File: src/rtl/counter_sequencer.sv
// Command-driven WIDTH-bit up/down counter controller: accepts CLEAR/UP/DOWN/BOUNCE
// jobs over valid/ready, steps the embedded counter and pulses done (and aborted) at job end.
module counter_sequencer #(
    parameter int WIDTH = 4
) (
    input  logic             clock_signal,
    input  logic             reset_signal,
    input  logic             cmd_valid,
    output logic             cmd_ready,
    input  logic [1:0]       cmd_op,
    input  logic [WIDTH-1:0] cmd_len,
    input  logic             pause,
    input  logic             abort,
    output logic [WIDTH-1:0] count,
    output logic             up_down,
    output logic             busy,
    output logic             done,
    output logic             aborted
);

    localparam logic [2:0] S_IDLE  = 3'd0;
    localparam logic [2:0] S_CLEAR = 3'd1;
    localparam logic [2:0] S_UP    = 3'd2;
    localparam logic [2:0] S_DOWN  = 3'd3;
    localparam logic [2:0] S_DONE  = 3'd4;

    localparam logic [1:0] OP_CLEAR  = 2'b00;
    localparam logic [1:0] OP_UP     = 2'b01;
    localparam logic [1:0] OP_DOWN   = 2'b10;
    localparam logic [1:0] OP_BOUNCE = 2'b11;

    logic [2:0]       state_reg,     state_next;
    logic [WIDTH-1:0] count_reg,     count_next;
    logic             up_down_reg,   up_down_next;
    logic [WIDTH-1:0] remaining_reg, remaining_next;
    logic [WIDTH-1:0] peak_reg,      peak_next;
    logic             bounce_reg,    bounce_next;
    logic             aborted_reg,   aborted_next;

    logic [WIDTH-1:0] count_inc;
    logic [WIDTH-1:0] count_dec;

    assign count_inc = count_reg + WIDTH'(1);
    assign count_dec = count_reg - WIDTH'(1);

    always_comb begin
        state_next     = state_reg;
        count_next     = count_reg;
        up_down_next   = up_down_reg;
        remaining_next = remaining_reg;
        peak_next      = peak_reg;
        bounce_next    = bounce_reg;
        aborted_next   = aborted_reg;

        case (state_reg)
            S_IDLE: begin
                aborted_next = 1'b0;
                if (cmd_valid) begin
                    remaining_next = cmd_len;
                    peak_next      = cmd_len;
                    bounce_next    = (cmd_op == OP_BOUNCE);
                    case (cmd_op)
                        OP_CLEAR: state_next = S_CLEAR;
                        OP_UP: begin
                            if (cmd_len == '0) begin
                                state_next = S_DONE;
                            end else begin
                                state_next   = S_UP;
                                up_down_next = 1'b1;
                            end
                        end
                        OP_DOWN: begin
                            if (cmd_len == '0) begin
                                state_next = S_DONE;
                            end else begin
                                state_next   = S_DOWN;
                                up_down_next = 1'b0;
                            end
                        end
                        default: begin
                            // Bounce peak is absolute: already at/above it means descend immediately.
                            if (cmd_len == '0) begin
                                state_next = S_DONE;
                            end else if (count_reg >= cmd_len) begin
                                state_next   = S_DOWN;
                                up_down_next = 1'b0;
                            end else begin
                                state_next   = S_UP;
                                up_down_next = 1'b1;
                            end
                        end
                    endcase
                end
            end
            S_CLEAR: begin
                state_next = S_DONE;
                if (abort) begin
                    aborted_next = 1'b1;
                end else begin
                    count_next = '0;
                end
            end
            S_UP: begin
                if (abort) begin
                    state_next   = S_DONE;
                    aborted_next = 1'b1;
                end else if (!pause) begin
                    count_next     = count_inc;
                    up_down_next   = 1'b1;
                    remaining_next = remaining_reg - WIDTH'(1);
                    if (bounce_reg) begin
                        if (count_inc == peak_reg) begin
                            state_next = S_DOWN;
                        end
                    end else if (remaining_reg == WIDTH'(1)) begin
                        state_next = S_DONE;
                    end
                end
            end
            S_DOWN: begin
                if (abort) begin
                    state_next   = S_DONE;
                    aborted_next = 1'b1;
                end else if (!pause) begin
                    count_next     = count_dec;
                    up_down_next   = 1'b0;
                    remaining_next = remaining_reg - WIDTH'(1);
                    if (bounce_reg) begin
                        if (count_dec == '0) begin
                            state_next = S_DONE;
                        end
                    end else if (remaining_reg == WIDTH'(1)) begin
                        state_next = S_DONE;
                    end
                end
            end
            S_DONE:  state_next = S_IDLE;
            default: state_next = S_IDLE;
        endcase
    end

    always_ff @(posedge clock_signal or negedge reset_signal) begin
        if (!reset_signal) begin
            state_reg     <= S_IDLE;
            count_reg     <= '0;
            up_down_reg   <= 1'b0;
            remaining_reg <= '0;
            peak_reg      <= '0;
            bounce_reg    <= 1'b0;
            aborted_reg   <= 1'b0;
        end else begin
            state_reg     <= state_next;
            count_reg     <= count_next;
            up_down_reg   <= up_down_next;
            remaining_reg <= remaining_next;
            peak_reg      <= peak_next;
            bounce_reg    <= bounce_next;
            aborted_reg   <= aborted_next;
        end
    end

    assign cmd_ready = (state_reg == S_IDLE);
    assign busy      = (state_reg == S_CLEAR) || (state_reg == S_UP) || (state_reg == S_DOWN);
    assign done      = (state_reg == S_DONE);
    assign aborted   = (state_reg == S_DONE) && aborted_reg;
    assign count     = count_reg;
    assign up_down   = up_down_reg;

endmodule

File: config.mk
export PLATFORM = sky130hd
export DESIGN_NAME = counter_sequencer
export DESIGN_NICKNAME = d
export VERILOG_FILES = /design/src/rtl/counter_sequencer.sv
export SDC_FILE = /design/constraint.sdc
export NUM_CORES = 1
export LEC_CHECK = 0
export CORE_UTILIZATION = 58
export CTS_CLUSTER_DIAMETER = 120
export DETAILED_ROUTE_END_ITERATION = 16
export PLACE_DENSITY_LB_ADDON = 0.12
export SLEW_MARGIN = 30
export SYNTH_ARGS = -nofsm -noshare
export SYNTH_HDL_FRONTEND = slang
export SYNTH_SLANG_ARGS = --single-unit
File: constraint.sdc
create_clock -name clock_signal -period 3.4 [get_ports clock_signal]
set_input_delay 0.34 -clock clock_signal [delete_from_list [all_inputs] [get_ports clock_signal]]
set_output_delay 0.34 -clock clock_signal [all_outputs]
set_load 0.01 [all_outputs]
==> flow_summary.toml <==
[drt]
avgViaCountPerCell = 6.20
drt_first_pass_iters = 5
postRouteWirelength_mm = 3.13
antenna_left = 0
drt_iter0_drc = 34
drcViolationCount = 0
routedWlPerCell_um = 15.3
vias = 1271

[synth]
ys_warn_count = 0
ys_ff_latch = 18
synth-main-ff-cell = "dfrtp_1"
synth_edf_count = 0
synthTopCellsByArea = "dfrtp_1 (33%), ha_1 (12%), a21oi_1 (5.2%)"
synth_top_area_frac = 0.334
ys_types = 44
syn_area_mm2 = 0.00135
yosysSeqAreaShare = 0.334
synth_nets = 182
ys_async_sr_fraction = 1.00
postSynthCellCount = 158
yosys.area.top_type = "dfrtp_1"
synth_area_per_cell_um2 = 8.53

[final_layout]
diodes = 0
fin_nets = 203
drive_gt1_frac = 0.0565
fin_area_mm2 = 0.00158
fillerInstances = 180
area_delta_synth_final_pct = 17.0

[timing]
setup_viol = 0
finalHoldViolCount = 0
finalSetupTns_ns = 0
min_period_over_period = 0.753
slew_headroom = 0.403
grt_setup_unrepaired = "no"
finalClockSkew_ns = 0.00133
min_period_ns = 2.56
tightest_slew_ns = 0.887
timing.fmax_ghz = 0.391
drv_slew = 0

[global_route]
antenna_found_initial = 0
grt_pass1_wl_mm = 5.17
grt_max_degree = 19
first_global_vias = 1193
grt_usage = 0.275
overflow = 0

[setup_path]
crit_type = "flop to flop"
reg2reg_slack_ns = 0.84
crit_fanout = 11
arrival_ns = 2.75
reg2reg_to = "state_reg[0]"
start_kind = "flop"
r2r_cells = 7
r2r_start = "count[0]"
crit_required_ns = 3.59
end_kind = "flop"

[floorplanning]
rows = 17
design.core.area_mm2 = 0.00219
initial_core_util = 0.615
die_area_mm2 = 0.00252
num_io_pins = 20
die_w_um = 50.2
die_h_um = 50.2

[clock_network]
clk_path_buf_depth = 2
cts_tree = "yes"
insertion_delay_ns = 0.30
post_cts_buffers = 0
cts-root-buf = "clkbuf_4"
htreeDepth = 1
numCtsBuffers = 3
cts_sinks = 18
clk_pin_slew_worst_paths_ns = 0.10

[worst_hold_path]
hold_class = "input pin to asynchronous set/reset pin"

[place]
placedInstanceArea_mm2 = 0.00155
gp_congestion = 0.902
post-dp-hpwl_mm = 2.32
portBuffers = 19

[power_and_ir_drop]
vdd_drop_max_uv = 486
powerDensity_mw_per_mm2 = 815
power.leakage_uw = 0.000698

[run]
max_cap_violations = 0

[run_status]
status = "complete, no violations"
-- cells in the mapped netlist (2+ instances only) --
cell type	count
nor2_1	14
xnor2_1	6
nand2_1	16
o21a_1	2
nor2b_1	2
ha_1	13
inv_1	12
nand2b_1	5
a31oi_1	2
clkbuf_1	2
nor3_1	7
xor2_1	2
a21oi_1	14
mux2_2	3
o21ai_0	12
dfrtp_1	18
-- power by group --
| part | leakage [uW] | internal [uW] | switching, uW |
|---|---|---|---|
| clock | 0.0000138 | 41.3 | 68.7 |
| combinational | 0.000458 | 352 | 370 |
| sequential | 0.000226 | 308 | 145 |
| total | 0.000698 | 702 | 584 |
-- kinds of logic after synthesis --
group | synth area share
buf+inv | 0.0511
flops | 0.334
simple gates | 0.194
fa+ha+maj | 0.121
compound gates | 0.204
mux | 0.0436
xor+xnor | 0.0520
-- repair_timing --
item / CTS / global route
resized for setup: 0 / 0
endpoints found under the setup margin: 0 / 0
endpoints found under the hold margin: 0 / 18
hold buffers: 0 / 1
-- area by class of cell --
type / instances / area, um2 / share of cell area
clock buffer: 3 / 22.5 / 0.0143
inverter: 12 / 45.0 / 0.0286
multi-input combinational: 124 / 828 / 0.525
sequential: 18 / 450 / 0.286
tap: 28 / 35.0 / 0.0222
timing repair buffer: 20 / 195 / 0.124
-- worst max-delay path: stages, from the launching register on --
cell and delay [ns]:
dfrtp_1 0.58, inv_1 0.14, ha_1 0.28, nand2b_1 0.13
a2111oi_0 0.71, o31a_1 0.24, o32ai_1 0.09, mux2_4 0.28
-- metal layers --
layer | up-vias | GRT usage | wire length (um)
met3 | 13 | 0.0394 | 153
met4 | 0 | 0.167 | 87
li1 | 606 | - | -
met1 | 600 | 0.342 | 1370
met2 | 52 | 0.447 | 1520
met5 | - | 0 | 0
-- cell usage in the layout, fill, tap and decap left out, types with 2 or more instances in the layout --
cell type	Yosys	routed
dfrtp_1	18	18
clkdlybuf4s50_1	0	18
nand2_1	16	16
nor2_1	14	14
a21oi_1	14	14
ha_1	13	13
inv_1	12	12
o21ai_0	12	12
nor3_1	7	7
xnor2_1	6	6
nand2b_1	5	5
mux2_2	3	3
clkbuf_4	0	3
o21a_1	2	2
nor2b_1	2	2
xor2_1	2	2
a31oi_1	2	2
-- through the flow --
stage	hold slack, ns	cells	util	setup slack, ns	power (uW)
6_report	0.497	205	0.720	0.841	1290
5_1_grt	0.544	205	0.720	0.791	1390
4_1_cts	0.520	204	0.717	0.923	1280
3_5_place_dp	0.496	201	0.707	0.752	1170
3_3_place_gp	0.477	201	0.707	0.924	1130
2_1_floorplan	0.0444	158	-	1.31	944
-- worst max-delay path by stage --
stage,startpoint,end,slack (ns),cells past startpoint
after floorplan,count[0],state_reg[0],1.31,8
after global placement,cmd_len[0],state_reg[0],0.92,7
after detailed placement,cmd_len[0],state_reg[0],0.75,7
after CTS,count[0],state_reg[0],0.92,7
after global routing,count[0],state_reg[0],0.79,7
final,count[0],state_reg[0],0.84,7
Note: power is estimated with default switching activity, not from simulation.
